`src/rtl/sensor_poll_controller.sv`:
```
// AHB-Lite read master that snapshots the sensor manager's three registers and raises irq on a fork count change.
// Optional stop detection is compiled in with `define SENSOR_POLL_STOP_DETECT_EN.
module sensor_poll_controller #(
  parameter logic [31:0] BASE_ADDR   = 32'h6000_0000,
  parameter int unsigned POLL_PERIOD = 32768,
  parameter int unsigned STOP_LIMIT  = 3000
) (
  input  logic        HCLK,
  input  logic        HRESET,
  input  logic        enable,
  input  logic        poll_now,
  output logic        bus_req,
  input  logic        bus_gnt,
  output logic [31:0] HADDR,
  output logic [1:0]  HTRANS,
  output logic        HWRITE,
  output logic [2:0]  HSIZE,
  input  logic [31:0] HRDATA,
  input  logic        HREADY,
  output logic [15:0] fork_count,
  output logic [15:0] crank_period,
  output logic [15:0] fork_period,
  output logic        snap_valid,
`ifdef SENSOR_POLL_STOP_DETECT_EN
  output logic        stopped,
`endif
  output logic        irq,
  input  logic        irq_clr
);

  typedef enum logic [2:0] {S_IDLE, S_REQ, S_ADDR, S_DATA, S_DONE} state_t;

  localparam logic [23:0] TIMER_MAX = 24'(POLL_PERIOD - 1);
  localparam logic [15:0] STOP_LIM  = 16'(STOP_LIMIT);

  state_t      state_q, state_d;
  logic [23:0] timer_q, timer_d;
  logic        pending_q, pending_d;
  logic [1:0]  idx_q, idx_d;
  logic [15:0] sh0_q, sh0_d, sh1_q, sh1_d, sh2_q, sh2_d;
  logic [15:0] fork_count_q, fork_count_d;
  logic [15:0] crank_period_q, crank_period_d;
  logic [15:0] fork_period_q, fork_period_d;
  logic        irq_q, irq_d;
  logic        stopped_q, stopped_d;
  logic        timer_wrap;
  logic        irq_set;

  always_comb begin
    state_d        = state_q;
    idx_d          = idx_q;
    sh0_d          = sh0_q;
    sh1_d          = sh1_q;
    sh2_d          = sh2_q;
    fork_count_d   = fork_count_q;
    crank_period_d = crank_period_q;
    fork_period_d  = fork_period_q;
    stopped_d      = stopped_q;
    irq_set        = 1'b0;

    timer_wrap = enable && (timer_q == TIMER_MAX);
    timer_d    = (!enable || timer_wrap) ? 24'd0 : timer_q + 24'd1;
    // One-deep request flag: further requests while set simply merge into it.
    pending_d  = pending_q | timer_wrap | poll_now;

    unique case (state_q)
      S_IDLE: begin
        if (pending_d) begin
          pending_d = 1'b0;
          idx_d     = 2'd0;
          state_d   = S_REQ;
        end
      end
      S_REQ: begin
        if (bus_gnt) state_d = S_ADDR;
      end
      S_ADDR: begin
        if (HREADY) state_d = S_DATA;
      end
      S_DATA: begin
        if (HREADY) begin
          case (idx_q)
            2'd0:    sh0_d = HRDATA[15:0];
            2'd1:    sh1_d = HRDATA[15:0];
            default: sh2_d = HRDATA[15:0];
          endcase
          if (idx_q == 2'd2) begin
            state_d = S_DONE;
          end else begin
            idx_d   = idx_q + 2'd1;
            state_d = S_ADDR;
          end
        end
      end
      S_DONE: begin
        // All three outputs load together so software never sees a mixed snapshot.
        fork_count_d   = sh0_q;
        crank_period_d = sh1_q;
        fork_period_d  = sh2_q;
        stopped_d      = (sh1_q > STOP_LIM) || (sh2_q > STOP_LIM);
        irq_set        = (sh0_q != fork_count_q);
`ifdef SENSOR_POLL_STOP_DETECT_EN
        irq_set        = irq_set || (stopped_d != stopped_q);
`endif
        state_d        = S_IDLE;
      end
      default: state_d = S_IDLE;
    endcase

    irq_d = irq_set ? 1'b1 : (irq_clr ? 1'b0 : irq_q);
  end

  always_ff @(posedge HCLK) begin
    if (HRESET) begin
      state_q        <= S_IDLE;
      timer_q        <= '0;
      pending_q      <= 1'b0;
      idx_q          <= '0;
      fork_count_q   <= '0;
      crank_period_q <= '0;
      fork_period_q  <= '0;
      stopped_q      <= 1'b0;
      irq_q          <= 1'b0;
    end else begin
      state_q        <= state_d;
      timer_q        <= timer_d;
      pending_q      <= pending_d;
      idx_q          <= idx_d;
      fork_count_q   <= fork_count_d;
      crank_period_q <= crank_period_d;
      fork_period_q  <= fork_period_d;
      stopped_q      <= stopped_d;
      irq_q          <= irq_d;
    end
  end

  // Shadows are only consumed after a full sequence, so they need no reset.
  always_ff @(posedge HCLK) begin
    sh0_q <= sh0_d;
    sh1_q <= sh1_d;
    sh2_q <= sh2_d;
  end

  assign bus_req      = (state_q == S_REQ) || (state_q == S_ADDR) || (state_q == S_DATA);
  assign HTRANS       = (state_q == S_ADDR) ? 2'b10 : 2'b00;
  assign HADDR        = (state_q == S_ADDR) ? (BASE_ADDR + {28'd0, idx_q, 2'b00}) : 32'd0;
  assign HWRITE       = 1'b0;
  assign HSIZE        = 3'b010;
  assign snap_valid   = (state_q == S_DONE);
  assign fork_count   = fork_count_q;
  assign crank_period = crank_period_q;
  assign fork_period  = fork_period_q;
  assign irq          = irq_q;

  logic unused_hrdata_hi;
  assign unused_hrdata_hi = ^HRDATA[31:16];

`ifdef SENSOR_POLL_STOP_DETECT_EN
  assign stopped = stopped_q;
`else
  logic unused_stopped;
  assign unused_stopped = stopped_q;
`endif

endmodule

```
`config.mk`:
```
export PLATFORM = sky130hd
export DESIGN_NAME = sensor_poll_controller
export DESIGN_NICKNAME = d
export VERILOG_FILES = /design/src/rtl/sensor_poll_controller.sv
export SDC_FILE = /design/constraint.sdc
export NUM_CORES = 1
export LEC_CHECK = 0
export BUFFER_PORTS_ARGS = -buffer_cell sky130_fd_sc_hd__buf_2
export CELL_PAD_IN_SITES_DETAIL_PLACEMENT = 0
export CELL_PAD_IN_SITES_GLOBAL_PLACEMENT = 1
export CORE_MARGIN = 5
export CORE_UTILIZATION = 35
export CTS_BUF_LIST = sky130_fd_sc_hd__clkbuf_8
export DETAILED_ROUTE_END_ITERATION = 16
export PLACE_DENSITY = 0.69
export SLEW_MARGIN = 20
export SYNTH_ARGS = -nofsm -noshare
export SYNTH_HDL_FRONTEND = slang
export SYNTH_SLANG_ARGS = --single-unit
```
`constraint.sdc`:
```
create_clock -name HCLK -period 6.4 [get_ports HCLK]
set_clock_uncertainty 0.05 [all_clocks]
set_input_delay 1.28 -clock HCLK [delete_from_list [all_inputs] [get_ports HCLK]]
set_output_delay 1.28 -clock HCLK [all_outputs]
set_load 0.02 [all_outputs]
```
==> results of run 1 <==
==> layer usage <==
metal  part of all wire  track usage  vias to the layer above
met1               0.45        0.158                     1695
met4              0.015       0.0526                        0
met3              0.055       0.0458                       11
li1                   -            -                     1793
met5                  0            0                        -
met2               0.48        0.210                       96
==> cells by family after synthesis <==
family / count (synthesis) / synth area share
compound gates: 79 / 0.0849
buf+inv: 68 / 0.0780
flops: 127 / 0.598
other cells: 2 / 0.00149
fa+ha+maj: 4 / 0.00990
simple gates: 191 / 0.177
xor+xnor: 28 / 0.0485
mux: 1 / 0.00198
==> metrics by stage <==
step / std cells / hold slack, ps / util / setup slack, ps
6_report: 771 / 400 / 0.409 / 3190
4_1_cts: 771 / 406 / 0.409 / 3110
3_5_place_dp: 739 / 397 / 0.381 / 3220
2_1_floorplan: 531 / 376 / - / 2930
3_3_place_gp: 739 / 386 / 0.381 / 3210
5_1_grt: 771 / 422 / 0.409 / 2990
==> cell type report <==
cell class | instances | share of cell area
inverters | 9 | 0.00575
clock inverters | 13 | 0.0230
clock buffers | 19 | 0.0445
repair buffers | 83 | 0.0729
well taps | 184 | 0.0392
multi-input cells | 336 | 0.300
flip-flops and latches | 127 | 0.515
==> where the power goes <==
| part | switching [uW] | total (uW) | internal (uW) | leakage (uW) |
|---|---|---|---|---|
| Combinational | 43.6 | 57.7 | 14.0 | 0.000895 |
| Sequential | 4.82 | 846 | 841 | 0.00107 |
| Clock | 312 | 680 | 367 | 0.000199 |
==> tightest hold or removal path: cells and delay by family, from the launching register on <==
kind,cells,cell delay [ps]
flip-flops,1,310
AND/OR/NAND/NOR,1,50
AO/OA/AOI/OAI,1,50
==> state kept, by name (all words and copies together), names as in the netlist <==
register,flops
sh0_q,16
crank_period,16
sh2_q,16
timer_q,24
fork_period,16
pending_q,1
irq,1
idx_q,2
state_q,3
fork_count,16
sh1_q,16
==> synth_stat cells (all sizes together) <==
library cell | instances | area share
a211oi | 1 | 0.0015
a21o | 1 | 0.0015
a21oi | 60 | 0.059
a22oi | 1 | 0.0015
a31o | 1 | 0.0017
and2 | 5 | 0.0062
and3 | 4 | 0.0050
and4 | 5 | 0.0089
buf | 42 | 0.059
clkbuf | 17 | 0.013
conb | 2 | 0.0015
dfxtp | 79 | 0.31
edfxtp | 48 | 0.29
ha | 4 | 0.0099
inv | 9 | 0.0067
mux2i | 1 | 0.0020
nand2 | 102 | 0.076
nand2b | 1 | 0.0012
nand3 | 11 | 0.011
nand4 | 14 | 0.019
nor2 | 24 | 0.018
nor2b | 1 | 0.0012
nor3 | 6 | 0.0059
nor3b | 2 | 0.0030
nor4 | 5 | 0.0062
nor4b | 1 | 0.0017
o211ai | 1 | 0.0015
o21a | 2 | 0.0030
o21ai | 7 | 0.0069
o21ba | 1 | 0.0020
o21bai | 1 | 0.0015
o31ai | 3 | 0.0045
or3 | 5 | 0.0062
or3b | 1 | 0.0017
or4 | 4 | 0.0067
xnor2 | 22 | 0.038
xor2 | 6 | 0.010
==> worst max path at each step <==
stage | start | to | slack, ps
after floorplan | HREADY | sh2_q[0] | 2930
after global placement | HRESET | timer_q[19] | 3210
after detailed placement | HRESET | timer_q[19] | 3220
after CTS | state_q[0] | snap_valid | 3110
after global routing | state_q[0] | snap_valid | 2990
final | state_q[0] | snap_valid | 3190
==> load_flow_metrics.sql, run 1 <==
INSERT INTO impl_metrics (metric_group, metric, value, unit) VALUES
('yosys', 'yosys_warnings', '0', ''),
('power_and_ir_drop', 'pwr_density_cell', '270', 'nW/um2'),
('global_routing', 'globalRoute.totalOverflow', '0', ''),
('min_path', 'min_path_type', 'reg2reg', ''),
('worst_setup_path', 'path_max_fanout', '50', ''),
('sta', 'post-route-period-util', '0.502', ''),
('detailed_routing', 'dr.pass1.iters', '4', ''),
('clock_tree', 'cts.htree.levels', '4', ''),
('finish', 'layout.nets', '617', ''),
('min_path', 'min-delay-start', 'fork_period[2]', ''),
('placement', 'port_buffers', '78', ''),
('yosys', 'synth_area_per_cell', '10.1', 'um2'),
('worst_setup_path', 'timing.rr.start', 'timer_q[0]', ''),
('run', 'cap_violations', '0', ''),
('worst_setup_path', 'critPathBufInv', '3', ''),
('worst_setup_path', 'worst_setup_path_start_kind', 'register', ''),
('yosys', 'synth_cell_types', '42', ''),
('detailed_routing', 'vias', '3595', ''),
('yosys', 'synth-seq-cells', '127', ''),
('sta', 'worst_slew_margin_rel', '0.420', ''),
('finish', 'final_common_cell', 'sky130_fd_sc_hd__nand2_1', ''),
('min_path', 'holdPathStages', '2', ''),
('clock_tree', 'clock_tree.buffer_depth', '2', ''),
('floorplan', 'die_w', '130', 'um'),
('global_routing', 'grt_util_all_layers', '0.130', ''),
('worst_setup_path', 'critical_path.top_delay_family', 'buffers and inverters', ''),
('worst_setup_path', 'crit-reg2reg-capture', 'timer_q[19]', ''),
('clock_tree', 'cts_tree', 'yes', ''),
('floorplan', 'core_area', '14400', 'um2'),
('detailed_routing', 'drt.antenna.violating_nets', '0', ''),
('finish', 'multi_input_area', '1760', 'um2'),
('worst_setup_path', 'worst-path-stages', '5', ''),
('finish', 'antenna-diode-count', '0', ''),
('finish', 'share_of_cells_above_drive_strength_1', '0.210', ''),
('detailed_routing', 'route.detailed.drc', '0', ''),
('worst_setup_path', 'worst_setup_path_end_kind', 'output port', ''),
('placement', 'dpl.hpwl', '7330', 'um'),
('yosys', 'syn-cell-area', '5050', 'um2'),
('clock_tree', 'tritoncts.num_buffers', '17', ''),
('sta', 'finalSetupViolCount', '0', ''),
('worst_setup_path', 'rr_worst_depth', '6', ''),
('sta', 'timing.final.max_slew_violations', '0', ''),
('finish', 'area_growth_from_synthesis_to_layout', '16.2', '%'),
('yosys', 'synthCells', '500', ''),
('sta', 'worst_slew_pin_slew', '870', 'ps'),
('worst_setup_path', 'regToRegSetupSlack', '3930', 'ps'),
('worst_setup_path', 'critical_path_arrival', '1880', 'ps'),
('floorplan', 'floorplan.die_area', '16900', 'um2'),
('power_and_ir_drop', 'power.total', '1580', 'uW'),
('clock_tree', 'clkTransAtPathRegs', '70', 'ps'),
('sta', 'fmaxAchievable', '312', 'MHz'),
('placement', 'place_congestion', '0.757', ''),
('worst_setup_path', 'cp_slowest_cell', 'sky130_fd_sc_hd__dfxtp_1', ''),
('sta', 'report.final.hold_viol_count', '0', ''),
('global_routing', 'grt_start_max_net_pins', '57', ''),
('min_path', 'whs_endpoint', 'fork_period[2]', ''),
('placement', 'placed_cell_area', '5480', 'um2'),
('power_and_ir_drop', 'vdd.ir_drop.worst', '0.115', 'mV'),
('finish', 'register_area', '3020', 'um2'),
('detailed_routing', 'finalWirelength', '10800', 'um'),
('clock_tree', 'clock_tree.root_cell', 'sky130_fd_sc_hd__clkbuf_8', ''),
('outcome', 'run_status', 'finished, final reports clean', ''),
('power_and_ir_drop', 'cellLeakagePower', '0.00216', 'uW'),
('worst_setup_path', 'timing_worst_setup_path_type', 'reg2out', ''),
('floorplan', 'num_io_pins', '128', ''),
('clock_tree', 'clk_latency', '420', 'ps'),
('floorplan', 'chipHeight', '130', 'um'),
('detailed_routing', 'first_iter_violations', '258', ''),
('sta', 'rsz_0062_raised_after_global_routing', 'false', ''),
('clock_tree', 'clock_sink_count', '127', ''),
('sta', 'totalNegativeSetupSlack', '0', 'ps');
No activity file was read; power rests on OpenSTA's default activity.
==> inputs of run 2 (changes only) <==
==> constraint.sdc (replaced) <==
create_clock -name HCLK -period 3.35 [get_ports HCLK]
set_clock_uncertainty 0.05 [all_clocks]
set_input_delay 0.67 -clock HCLK [delete_from_list [all_inputs] [get_ports HCLK]]
set_output_delay 0.67 -clock HCLK [all_outputs]
set_load 0.02 [all_outputs]
==> load_flow_metrics.sql, run 2 (synthesized netlist as in run 1, its figures left out) <==
INSERT INTO impl_metrics (metric_group, metric, value, unit) VALUES
('outcome', 'run_status', 'finished, final reports clean', ''),
('global_routing', 'number_of_antenna_violations_at_the_first_check_in_global_routing', '0', ''),
('run', 'cap_violations', '0', ''),
('clock_tree', 'cts_tree', 'yes', ''),
('sta', 'fmaxAchievable', '425', 'MHz'),
('worst_setup_path', 'critPathBufInv', '1', ''),
('placement', 'port_buffers', '78', ''),
('clock_tree', 'clkTransAtPathRegs', '80', 'ps'),
('worst_setup_path', 'crit_required', '2630', 'ps'),
('worst_setup_path', 'crit_path_max_incr_delay', '480', 'ps'),
('placement', 'place_congestion', '0.764', ''),
('finish', 'final_common_cell', 'sky130_fd_sc_hd__nand2_1', ''),
('finish', 'layout.nets', '619', ''),
('detailed_routing', 'dr.pass1.iters', '4', ''),
('worst_setup_path', 'timing_worst_setup_path_type', 'reg2out', ''),
('sta', 'timing.final.max_slew_violations', '0', ''),
('detailed_routing', 'first_iter_violations', '255', ''),
('floorplan', 'num_io_pins', '128', ''),
('sta', 'post-route-period-util', '0.702', ''),
('power_and_ir_drop', 'pwr_density_cell', '522', 'nW/um2'),
('finish', 'final_core_utilization', '0.411', ''),
('sta', 'fin_hold_ws', '398', 'ps'),
('worst_setup_path', 'path_max_fanout', '9', ''),
('placement', 'dpl.hpwl', '7400', 'um'),
('clock_tree', 'clk_latency', '430', 'ps'),
('power_and_ir_drop', 'cellLeakagePower', '0.00218', 'uW'),
('floorplan', 'initial_core_utilization', '0.352', ''),
('clock_tree', 'clock_sink_count', '127', ''),
('placement', 'dp_cells', '741', ''),
('sta', 'totalNegativeSetupSlack', '0', 'ps'),
('min_path', 'min_path_type', 'in2reg', ''),
('finish', 'antenna-diode-count', '0', ''),
('detailed_routing', 'finalWirelength', '11000', 'um'),
('detailed_routing', 'drt.antenna.violating_nets', '0', ''),
('finish', 'area_growth_from_synthesis_to_layout', '16.9', '%'),
('finish', 'finish.cell_count_without_fillers', '773', ''),
('detailed_routing', 'avgViaCountPerCell', '4.74', ''),
('detailed_routing', 'drt_wl_cell', '14.2', 'um'),
('finish', 'share_of_cells_above_drive_strength_1', '0.211', ''),
('placement', 'dp_worst_setup_slack', '1120', 'ps'),
('global_routing', 'grt_pass1_wl', '17000', 'um'),
('clock_tree', 'tritoncts.num_buffers', '17', ''),
('floorplan', 'floorplan.die_area', '16900', 'um2'),
('floorplan', 'row_count', '44', ''),
('global_routing', 'grt_util_all_layers', '0.131', ''),
('detailed_routing', 'route.detailed.drc', '0', ''),
('global_routing', 'globalRoute.totalOverflow', '0', ''),
('floorplan', 'core_area', '14400', 'um2'),
('sta', 'rsz_0062_raised_after_global_routing', 'false', ''),
('worst_setup_path', 'worst_setup_path_end_kind', 'output port', ''),
('finish', 'fillerInstances', '1425', ''),
('sta', 'report.final.hold_viol_count', '0', ''),
('floorplan', 'die_w', '130', 'um'),
('power_and_ir_drop', 'vdd.ir_drop.worst', '0.269', 'mV'),
('sta', 'worst_slew_pin_slew', '800', 'ps'),
('finish', 'top_register', 'timer_q', ''),
('worst_setup_path', 'cp_slowest_cell', 'sky130_fd_sc_hd__dfxtp_1', ''),
('sta', 'min_period', '2350', 'ps'),
('worst_setup_path', 'worst_setup_path_start_kind', 'register', ''),
('finish', 'largest_reg_flops', '24', ''),
('clock_tree', 'clock_tree.root_cell', 'sky130_fd_sc_hd__clkbuf_8', ''),
('worst_setup_path', 'ordered_cell_list_for_the_critical_path', 'nor3b_1 -> and2_1 -> buf_2', ''),
('clock_tree', 'clock_tree.buffer_depth', '2', ''),
('clock_tree', 'cts_hold_buffers', '0', ''),
('sta', 'finalSetupViolCount', '0', ''),
('clock_tree', 'cts.htree.levels', '4', ''),
('detailed_routing', 'vias', '3661', ''),
('clock_tree', 'cts.repair_timing.setup_buffer_count', '0', ''),
('sta', 'worst_slew_margin_rel', '0.467', ''),
('worst_setup_path', 'critical_path_arrival', '1630', 'ps'),
('sta', 'final.setup.worst_slack', '997', 'ps'),
('clock_tree', 'cts.repair.resized', '0', ''),
('worst_setup_path', 'critical_path.top_delay_family', 'simple AND/OR/NAND/NOR gates', ''),
('global_routing', 'grt_start_max_net_pins', '56', ''),
('global_routing', 'grt_pass1_vias', '3372', ''),
('finish', 'layout_common_cells', 'sky130_fd_sc_hd__nand2_1, sky130_fd_sc_hd__dfxtp_1, sky130_fd_sc_hd__buf_2', ''),
('floorplan', 'chipHeight', '130', 'um');
[run 2: cell count changes in the layout (fill, tap and decap cells not counted), sizes merged]
cell      before  now
buf           83   85
clkbuf        19   18
clkinvlp       3    2
clkinv         4    7
inv           13   11
bufinv         2    3
[run 2: where the power goes]
group | total (uW) | switching (uW) | internal [uW]
clock | 1350 | 598 | 754
combinational | 112 | 84.3 | 27.6
sequential | 1620 | 9.30 | 1610
[run 2: final timing paths]
kind                         start                to  cells past startpoint  slack, ps
setup / recovery        state_q[1]          HADDR[2]                      3       1000
hold / removal           HRDATA[1]          sh0_q[1]                      1        400
setup reg to reg        timer_q[0]       timer_q[22]                      5       1270
hold reg to reg   crank_period[13]  crank_period[13]                      2        400
[run 2: routing by layer]
metal,global-route usage,wire length [um]
met4,0.0422,97
met2,0.210,5280
met5,0,0
met3,0.0434,767
met1,0.166,4850
[run 2: final cells by class]
class,instances,area (um2),share of cell area
flip-flops and latches,127,3020,0.512
multi-input cells,336,1760,0.298
repair buffers,85,443,0.0750
clock buffers,18,248,0.0419
well taps,184,230,0.0390
clock inverters,14,168,0.0284
inverters,9,33.8,0.00572
[run 2: metrics by stage]
step | total power [uW] | area [um2]
after floorplan | 1760 | 5170
after global placement | 1760 | 5490
after detailed placement | 1760 | 5490
after CTS | 3120 | 5910
after global routing | 3200 | 5910
final | 3080 | 5910
[run 2: worst register-to-register path: cells and delay by family (launching register included)]
kind / cells / cell delay [ps]
compound gates: 1 / 150
fa+ha+maj: 1 / 210
flops: 1 / 370
simple gates: 3 / 1240
